[src/rtl/wbc2pipeline.sv]
// wbc2pipeline: classic Wishbone slave to pipelined Wishbone master, one transfer in flight; watchdog under WBC2PIPELINE_TIMEOUT_EN.
// Latency: strobe to ack 3 cycles minimum; i_mstall holds the request steady, the classic side simply waits for o_sack/o_serr.
module wbc2pipeline #(
  parameter int AW        = 12,
  parameter int DW        = 32,
  parameter int LGTIMEOUT = 6
) (
  input  logic            i_clk,
  input  logic            i_reset,
  input  logic            i_scyc,
  input  logic            i_sstb,
  input  logic            i_swe,
  input  logic [AW-1:0]   i_saddr,
  input  logic [DW-1:0]   i_sdata,
  input  logic [DW/8-1:0] i_ssel,
  input  logic [2:0]      i_scti,
  input  logic [1:0]      i_sbte,
  output logic            o_sack,
  output logic            o_serr,
  output logic [DW-1:0]   o_sdata,
  output logic            o_mcyc,
  output logic            o_mstb,
  output logic            o_mwe,
  output logic [AW-1:0]   o_maddr,
  output logic [DW-1:0]   o_mdata,
  output logic [DW/8-1:0] o_msel,
  input  logic            i_mstall,
  input  logic            i_mack,
  input  logic            i_merr,
  input  logic [DW-1:0]   i_mdata
);

  typedef enum logic [1:0] {
    S_IDLE = 2'd0,
    S_REQ  = 2'd1,
    S_WAIT = 2'd2,
    S_ACK  = 2'd3
  } state_t;

  state_t state, state_nxt;

  logic            mcyc_nxt, mstb_nxt, mwe_nxt, sack_nxt, serr_nxt;
  logic [AW-1:0]   maddr_nxt;
  logic [DW-1:0]   mdata_nxt, sdata_nxt;
  logic [DW/8-1:0] msel_nxt;
  logic            wdog_expired;
  logic            start;

  // Every beat is a single classic transfer, so the burst hints carry no meaning here.
  logic unused_burst_hints;
  assign unused_burst_hints = ^{i_scti, i_sbte};

  assign start = i_scyc && i_sstb;

`ifdef WBC2PIPELINE_TIMEOUT_EN
  logic [LGTIMEOUT-1:0] wdog;

  always_ff @(posedge i_clk or posedge i_reset) begin
    if (i_reset) begin
      wdog <= '0;
    end else if (state == S_IDLE) begin
      wdog <= '0;
    end else if (state == S_REQ || state == S_WAIT) begin
      wdog <= wdog + 1'b1;
    end
  end

  assign wdog_expired = &wdog;
`else
  localparam int unused_lgtimeout = LGTIMEOUT;
  assign wdog_expired = 1'b0;
`endif

  always_ff @(posedge i_clk or posedge i_reset) begin
    if (i_reset) begin
      state   <= S_IDLE;
      o_mcyc  <= 1'b0;
      o_mstb  <= 1'b0;
      o_mwe   <= 1'b0;
      o_maddr <= '0;
      o_mdata <= '0;
      o_msel  <= '0;
      o_sack  <= 1'b0;
      o_serr  <= 1'b0;
      o_sdata <= '0;
    end else begin
      state   <= state_nxt;
      o_mcyc  <= mcyc_nxt;
      o_mstb  <= mstb_nxt;
      o_mwe   <= mwe_nxt;
      o_maddr <= maddr_nxt;
      o_mdata <= mdata_nxt;
      o_msel  <= msel_nxt;
      o_sack  <= sack_nxt;
      o_serr  <= serr_nxt;
      o_sdata <= sdata_nxt;
    end
  end

  // Abort beats everything, a real ack beats the watchdog, and the watchdog beats a late acceptance.
  always_comb begin
    state_nxt = state;
    case (state)
      S_IDLE: if (start) state_nxt = S_REQ;
      S_REQ: begin
        if (!i_scyc)           state_nxt = S_IDLE;
        else if (wdog_expired) state_nxt = S_ACK;
        else if (!i_mstall)    state_nxt = S_WAIT;
      end
      S_WAIT: begin
        if (!i_scyc)                 state_nxt = S_IDLE;
        else if (i_mack || i_merr)   state_nxt = S_ACK;
        else if (wdog_expired)       state_nxt = S_ACK;
      end
      S_ACK:   state_nxt = S_IDLE;
      default: state_nxt = S_IDLE;
    endcase
  end

  always_comb begin
    mcyc_nxt  = o_mcyc;
    mstb_nxt  = o_mstb;
    mwe_nxt   = o_mwe;
    maddr_nxt = o_maddr;
    mdata_nxt = o_mdata;
    msel_nxt  = o_msel;
    sdata_nxt = o_sdata;
    sack_nxt  = 1'b0;
    serr_nxt  = 1'b0;
    case (state)
      S_IDLE: begin
        if (start) begin
          mcyc_nxt  = 1'b1;
          mstb_nxt  = 1'b1;
          mwe_nxt   = i_swe;
          maddr_nxt = i_saddr;
          mdata_nxt = i_sdata;
          msel_nxt  = i_ssel;
        end
      end
      S_REQ: begin
        if (!i_scyc) begin
          mcyc_nxt = 1'b0;
          mstb_nxt = 1'b0;
        end else if (wdog_expired) begin
          mcyc_nxt = 1'b0;
          mstb_nxt = 1'b0;
          serr_nxt = 1'b1;
        end else if (!i_mstall) begin
          mstb_nxt = 1'b0;
        end
      end
      S_WAIT: begin
        if (!i_scyc) begin
          mcyc_nxt = 1'b0;
          mstb_nxt = 1'b0;
        end else if (i_merr) begin
          mcyc_nxt = 1'b0;
          serr_nxt = 1'b1;
        end else if (i_mack) begin
          mcyc_nxt  = 1'b0;
          sack_nxt  = 1'b1;
          sdata_nxt = i_mdata;
        end else if (wdog_expired) begin
          mcyc_nxt = 1'b0;
          serr_nxt = 1'b1;
        end
      end
      default: begin
        mcyc_nxt = 1'b0;
        mstb_nxt = 1'b0;
      end
    endcase
  end

endmodule

[config.mk]
export PLATFORM = sky130hd
export DESIGN_NAME = wbc2pipeline
export DESIGN_NICKNAME = d
export VERILOG_FILES = /design/src/rtl/wbc2pipeline.sv
export SDC_FILE = /design/constraint.sdc
export NUM_CORES = 1
export LEC_CHECK = 0
export CORE_UTILIZATION = 37
export CTS_BUF_LIST = sky130_fd_sc_hd__clkbuf_2 sky130_fd_sc_hd__clkbuf_4 sky130_fd_sc_hd__clkbuf_8
export DETAILED_ROUTE_END_ITERATION = 12
export GPL_TIMING_DRIVEN = 0
export PLACE_DENSITY_LB_ADDON = 0.3
export SYNTH_ARGS = -nofsm -noshare
export SYNTH_HDL_FRONTEND = slang
export SYNTH_SLANG_ARGS = --single-unit
[constraint.sdc]
create_clock -name i_clk -period 2.33 [get_ports i_clk]
set_input_delay 0.233 -clock i_clk [delete_from_list [all_inputs] [get_ports i_clk]]
set_output_delay 0.233 -clock i_clk [all_outputs]
set_load 0.03 [all_outputs]
==> results of run 1 <==
[cells in the mapped netlist, types with 2 or more instances]
cell                      instances
sky130_fd_sc_hd__dfrtp_1         87
sky130_fd_sc_hd__a21oi_1          3
sky130_fd_sc_hd__nor2_1           3
sky130_fd_sc_hd__mux2_4          29
sky130_fd_sc_hd__buf_6            5
sky130_fd_sc_hd__inv_1            2
sky130_fd_sc_hd__o31ai_1          2
sky130_fd_sc_hd__buf_4            4
sky130_fd_sc_hd__mux2_2          52
[registers in the layout, summed over array words and instances, names as in the netlist]
signal / count
o_maddr: 12
o_serr: 1
o_mstb: 1
o_mdata: 32
o_msel: 4
o_sdata: 32
o_mwe: 1
o_mcyc: 1
o_sack: 1
state: 2
[power groups by stage]
| stage | combinational, mW | clock [mW] | sequential (mW) |
|---|---|---|---|
| floorplan | 0.415 | 0 | 2.65 |
| detailed placement | 1.93 | 0 | 2.02 |
| global placement | 1.90 | 0 | 2.01 |
| CTS | 1.94 | 1.13 | 2.00 |
| finish | 1.91 | 1.09 | 1.99 |
| global route | 2.00 | 1.19 | 2.04 |
[cell type report]
cell class | count | area (um^2)
flip-flops and latches | 87 | 2180
well taps | 108 | 135
inverters | 2 | 11.3
repair buffers | 173 | 1750
plain buffers | 10 | 91.3
multi-input cells | 102 | 1180
clock buffers | 12 | 159
clock inverters | 4 | 53.8
fillers | 701 | 3330
[per-layer routing]
layer  share of wire  vias up  global-route usage
li1                -     1078                   -
met5               0        -                   0
met1            0.41     1126               0.184
met2            0.51       93               0.268
met4           0.012        0              0.0620
met3           0.070        9              0.0440
[critical path, stage by stage (launching register included)]
cell                      delay [ns]
sky130_fd_sc_hd__dfrtp_1        0.49
sky130_fd_sc_hd__nor3_2         0.41
sky130_fd_sc_hd__buf_6          0.21
sky130_fd_sc_hd__buf_6          0.16
sky130_fd_sc_hd__mux2_2         0.34
[worst max path at each step]
stage               slack, ns     endpoint  depth (start not counted)  startpoint
floorplan                0.84  o_mdata[10]                          4    state[0]
global placement         0.15  o_mdata[23]                          2     i_reset
detailed placement       0.31   o_mdata[5]                          6      i_sstb
CTS                      0.58   o_mdata[8]                          4    state[0]
global route             0.51   o_mdata[8]                          4    state[0]
finish                   0.61   o_mdata[6]                          4    state[0]
[cells by family (layout without fill, tap and decap cells)]
kind of cell,Yosys count,count (layout)
multiplexers,81,81
AND/OR/NAND/NOR,12,12
AO/OA/AOI/OAI,9,9
buffers and inverters,12,201
flip-flops,87,87
[per-stage QoR]
stage / area (um^2) / hold WS (ns)
floorplan: 3460 / 0.382
global placement: 5300 / 0.488
detailed placement: 5340 / 0.491
CTS: 5560 / 0.191
global route: 5560 / 0.211
finish: 5560 / 0.212
==> impl_summary.md, run 1 <==
Status
The flow ran to the end, and the final reports show no timing, DRC or antenna violations.

Logic synthesis
The number of warning messages in the yosys log is 0. Each instance of the synthesized netlist takes up on average 17.2 um^2. Of the post-synthesis cell area, the dominant cell type holds 0.630. In the synthesized netlist the async set-or-reset flop fraction comes to 1.00. The distinct cell type count after synthesis is 23. Of the total synthesized cell area, the portion taken by full adders, half adders and majority gates is 0.

Yosys attributes the largest share of cell area to sky130_fd_sc_hd__dfrtp_1, sky130_fd_sc_hd__mux2_2, sky130_fd_sc_hd__mux2_4, sky130_fd_sc_hd__buf_6, sky130_fd_sc_hd__buf_4. The fraction of synthesized cell area in xor and xnor cells is 0. For this run, the leading register cell type out of synthesis is sky130_fd_sc_hd__dfrtp_1. The synthesized instance count is 201. The biggest area contributor in the post-synthesis netlist is sky130_fd_sc_hd__dfrtp_1.

Of the total synthesized cell area, the portion taken by AND, OR, NAND and NOR gates is 0.0279. The post-synthesis sequential element count is 87. The dominant combinational cell family by area after synthesis is multiplexers. The share of the Yosys chip area taken by registers is 0.630. The complex-gate fraction of the synthesized area is 0.0174. The total nets after synthesis is 294. The portion of synthesized area spent on multiplexers is 0.296. The post-synth design cell area is 3450 um^2. The number of enable-type register cells in the synthesized netlist is 0.

Worst setup path
The category of the worst setup path launch point is a flop. The arrival time of the worst setup path is 1.95 ns. The kind of end point of the critical path is a flop. The critical path in this run is classified as flop to flop. Along the worst path, the maximum fanout reaches 10.

The length in cells of the worst reg-to-reg path is 4. The worst reg-to-reg setup slack is 0.61 ns. The startpoint of the lowest-slack register-to-register path is state[0]. The required time at the endpoint of the critical path is 2.56 ns. The reg-to-reg critical path endpoint is o_mdata[6].

GRT
The via count of the first global-routing pass was 2451. The overall fraction of global-route tracks in use is 0.156. The first global-routing pass estimated 11.8 mm of wire. Summed over all layers, the global routing overflow is 0. The initial antenna violation count is 0. Entering global routing, the biggest net connects 36 pins.

CTS
The count of cells resized by post-cts repair is 0. The clock passes through at most 2 buffers. The number of clock buffers added by TritonCTS is 9. The clock sink total is 87. TritonCTS built the clock tree. The number of buffers inserted by hold repair at cts is 0. The number of setup buffers added after CTS is 0. The latest clock arrival within the worst-skew pair is 0.35 ns. The clock root buffer is sky130_fd_sc_hd__clkbuf_8.

The clock-pin slew of the registers on the worst-case setup and hold paths is 0.08 ns. The H-tree depth is 3.

STA
The count of final setup violators is 0. Setup repair after global routing left no endpoint under its margin. For the pin with the worst max-slew slack, the measured transition is 0.633 ns. The setup TNS is 0 ns. For this run, the top clock speed supported by timing is 0.580 GHz.

The final clock period utilization by the worst path is 0.740. Measured against its own limit, the worst slew margin works out to 0.577. The max-slew violation count is 0.

The minimum setup slack in the final design is 0.607 ns. The final number of hold-violating endpoints came to 0. The clock period could shrink to 1.72 ns. The clock skew is 0.0175 ns.

Place
The number of placed instances with taps included is 482. After legalization and detailed placement, the total HPWL measured 5.52 mm. The number of buffers inserted by port buffering is 171.

The minimum setup slack after placement is 0.309 ns. The final RePlAce weighted congestion is 0.768.

Cells and area
The commonest non-fill, non-tap cell in the layout is sky130_fd_sc_hd__clkdlybuf4s50_1. After the flow finishes, the layout carries non-filler instances totaling 498. In the layout the commonest cells are sky130_fd_sc_hd__clkdlybuf4s50_1, sky130_fd_sc_hd__dfrtp_1, sky130_fd_sc_hd__mux2_2, sky130_fd_sc_hd__mux2_4, sky130_fd_sc_hd__clkbuf_8. For this run, the post-layout net count is 478. In the final layout, the share of cells above drive strength 1 is 0.290. The utilization after layout is 0.625.

The repair_antennas step left the layout with diodes totalling 0. The post-synthesis to final-layout area growth is 60.9%.

Worst hold path
Counting instances, the worst hold path has a depth of 2. The origin of the worst min-delay path is i_scyc. The type of the tightest min-delay check is input pin to flop. The worst hold path terminates at state[0].

Floorplanning
The overall die area is 9720 um^2. The die is 98.6 um wide. The placement row count is 34. For this configuration, the core starts out at a cell density of 0.388.

The vertical die dimension is 98.6 um. The number of primary I/O pins is 178. The area of the placeable core is 8890 um^2.

Route
The average wire length per cell after detail routing is 14.7 um. After detailed routing, the number of remaining DRC violations is 0. Using the TritonRoute via totals, the vias-per-cell ratio works out to 4.63. Summed over all layers, the routed wires come to 7.30 mm. The number of nets with antenna violations after detailed routing is 0. Before antenna repair, the detailed router went through 4 iterations. The number of design-rule violations left by the first detailed-router iteration is 47. Summing over every cut layer, the via total after detailed routing is 2306.

Pwr
The maximum vdd drop is 0.396 mV. Of the total power, the share spent switching nets is 0.328. The switching component of the power is 1.64 mW.

The share of total power dissipated in sequential elements is 0.398. The share of total power dissipated in combinational logic is 0.383. The internal portion of the total power is 3.36 mW.

The analysis attributes to cell leakage a power of 2.47 nW. Power spread over the standard cell area amounts to 900 nW/um^2. The total power is 5.00 mW. Of the total power, the clock network draws 0.219.

Flow run
The count of max-cap constraint violations is 0.
(Power assumes the default switching activity.)
==> inputs of run 2 (changes only) <==
==> constraint.sdc (replaced) <==
create_clock -name i_clk -period 1.5 [get_ports i_clk]
set_input_delay 0.15 -clock i_clk [delete_from_list [all_inputs] [get_ports i_clk]]
set_output_delay 0.15 -clock i_clk [all_outputs]
set_load 0.03 [all_outputs]
==> impl_summary.md, run 2 (synthesized netlist as in run 1, its figures left out) <==
Floorplanning
The vertical die dimension is 98.6 um (unchanged). The overall die area is 9720 um^2 (unchanged). The placement row count came to 34 (unchanged). The number of primary I/O pins was 178 (unchanged).

The initial standard-cell utilization of the core was 0.388 (unchanged). The area of the placeable core is 8890 um^2 (unchanged). The x dimension of the die is 98.6 um (unchanged).

Worst setup path
The launch point of the worst path is state[1]. The largest fanout on the critical path came to 10 (unchanged). The critical path class is flop to flop.

The arrival time of the worst setup path came to 1.76 ns (-0.19 ns). The kind of end point of the critical path is a flop. The required time at the endpoint of the critical path came to 1.73 ns (-0.83 ns). The category of the worst setup path launch point is a flop.

In this run the critical register-to-register path is launched from state[1].

Route
The total iterations of the first detailed-routing run is 4 (unchanged). The average wire length per cell after detail routing is 15.0 um (+2.3%). The number of design-rule violations left by the first detailed-router iteration is 45 (-4.3%).

The via count normalized by instance count came to 4.65 (+0.38%). The number of vias in the routed layout is 2352 (+2.0%). The remaining design rule violation count is 0 (unchanged). The routed wire length is 7.58 mm (+3.9%). The number of nets with antenna violations after detailed routing is 0 (unchanged).

CTS
The clock tree buffer depth is 2 (unchanged). The clock-pin slew of the registers on the worst-case setup and hold paths is 0.08 ns (about the same). The clock sink total is 87 (unchanged). The number of buffers inserted by hold repair at cts is 0 (unchanged). The clock root buffer is sky130_fd_sc_hd__clkbuf_8. The H-tree depth was 3 (unchanged). The latest clock arrival within the worst-skew pair was 0.35 ns (about the same). The CTS buffer count came to 9 (unchanged). The TritonCTS clock tree is built.

GRT
The via count of the first global-routing pass is 2535 (+3.4%). The pin count of the biggest net entering global routing was 36 (unchanged). The initial antenna violation count is 0 (unchanged). The sum of overflow across all layers after global routing came to 0 (unchanged). The overall fraction of global-route tracks in use is 0.165 (+0.00957). The first-pass GRT wire length is 12.5 mm (+6.6%).

STA
The highest attainable clock frequency is 0.654 GHz (+13%). The max-slew violation count came to 0 (unchanged). The final critical path time including I/O delays and setup came to 1.53 ns (-0.195 ns).

The clock skew is 0.0175 ns (-0.0000108 ns). The normalized max-slew margin is 0.576 (-0.000972). The minimum setup slack in the final design was -0.0280 ns (-0.635 ns). The final clock period utilization by the worst path was 1.02 (+0.279).

The worst hold-check slack is 0.126 ns (-0.0863 ns). Setup repair after global routing could not meet its margin everywhere. The count of final setup violators is 24 (+24).

The actual slew at the worst max-slew pin came to 0.635 ns (+0.00146 ns). The final number of hold-violating endpoints is 0 (unchanged). The setup TNS is -0.271 ns (-0.271 ns).

Place
The HPWL reported at the end of detailed placement is 5.52 mm (unchanged). The area after detailed placement was 5340 um^2 (unchanged). The number of buffers inserted by port buffering is 171 (unchanged).

The final RePlAce weighted congestion came to 0.768 (unchanged). The number of placed instances with taps included is 482 (unchanged).

Cells and area
The library cells used most frequently in the layout, excluding fill and tap cells, are sky130_fd_sc_hd__clkdlybuf4s50_1, sky130_fd_sc_hd__dfrtp_1, sky130_fd_sc_hd__dlygate4sd2_1, sky130_fd_sc_hd__mux2_4, sky130_fd_sc_hd__mux2_2. The final instance area is 5660 um^2 (+1.9%). The antenna diode count is 0 (unchanged). The fraction of layout cells with a size suffix above 1 is 0.309 (+0.0193). The utilization after layout is 0.637 (+0.0121). The largest registers in the layout are o_mdata x32, o_sdata x32, o_maddr x12.

The number of nets at the end of the flow was 486 (+1.7%). The filler-free cell count of the finished design is 506 (+1.6%). The post-synthesis to final-layout area growth is 64.0%.

Status
The checks that failed: setup timing. The run finished, with violations left.

Worst hold path
The startpoint identified for the worst hold timing path is i_scyc. The type of the tightest min-delay check is input pin to flop.

Pwr
The leakage power figure is 2.81 nW (+14%). The power per standard cell area came to 1330 nW/um^2 (+48%). The maximum vdd drop is 0.583 mV (+47%).

Flow run
The count of max-cap constraint violations is 0 (unchanged).
==> run 2: where the power goes <==
part / internal [mW] / total (mW) / switching (mW)
combinational: 1.25 / 2.74 / 1.49
clock: 0.883 / 1.70 / 0.813
sequential: 2.83 / 3.08 / 0.249
total: 4.97 / 7.52 / 2.56
==> run 2: critical path, cell delays in order (launching register included) <==
cell,delay (ns)
sky130_fd_sc_hd__dfrtp_2,0.41
sky130_fd_sc_hd__buf_6,0.11
sky130_fd_sc_hd__nor2b_4,0.17
sky130_fd_sc_hd__nand4b_4,0.21
sky130_fd_sc_hd__buf_6,0.22
sky130_fd_sc_hd__mux2_4,0.30
==> run 2: routing by layer <==
layer	track usage	vias up	part of all wire
met5	0	-	0
met4	0.0620	0	0.014
met3	0.0418	9	0.067
met2	0.288	94	0.51
met1	0.197	1159	0.41
li1	-	1090	-
==> run 2: layout make-up <==
| type | count | area (um^2) |
|---|---|---|
| Buffer | 9 | 103 |
| Clock buffer | 12 | 159 |
| Clock inverter | 4 | 53.8 |
| Fill cell | 718 | 3230 |
| Inverter | 2 | 11.3 |
| Multi-Input combinational cell | 102 | 1250 |
| Sequential cell | 87 | 2180 |
| Tap cell | 108 | 135 |
| Timing Repair Buffer | 182 | 1770 |
==> run 2: path summary, 6_finish.rpt <==
kind                               end  slack [ns]  cells after the start
max                        o_sdata[20]       -0.03                      5
min                           state[0]        0.13                      2
max reg2reg                o_sdata[20]       -0.03                      5
min reg2reg                o_mdata[21]        0.50                      1
max in group asynchronous  o_mdata[16]        0.68                      3
min in group asynchronous  o_sdata[18]        0.24                      2
==> run 2: repair_timing <==
| item | in CTS | in global routing |
|---|---|---|
| setup endpoints to repair | 134 | 78 |
| pin swaps | 1 | 0 |
| gates resized for setup | 111 | 8 |
| cloned | 1 | 1 |
| setup buffers | 5 | 2 |
==> run 2: metrics by stage <==
step | power (mW) | worst slack [ns]
floorplan | 4.76 | 0.00566
global placement | 6.08 | -0.601
detailed placement | 6.14 | -0.438
CTS | 7.60 | -0.0354
global route | 7.89 | -0.0773
finish | 7.52 | -0.0280
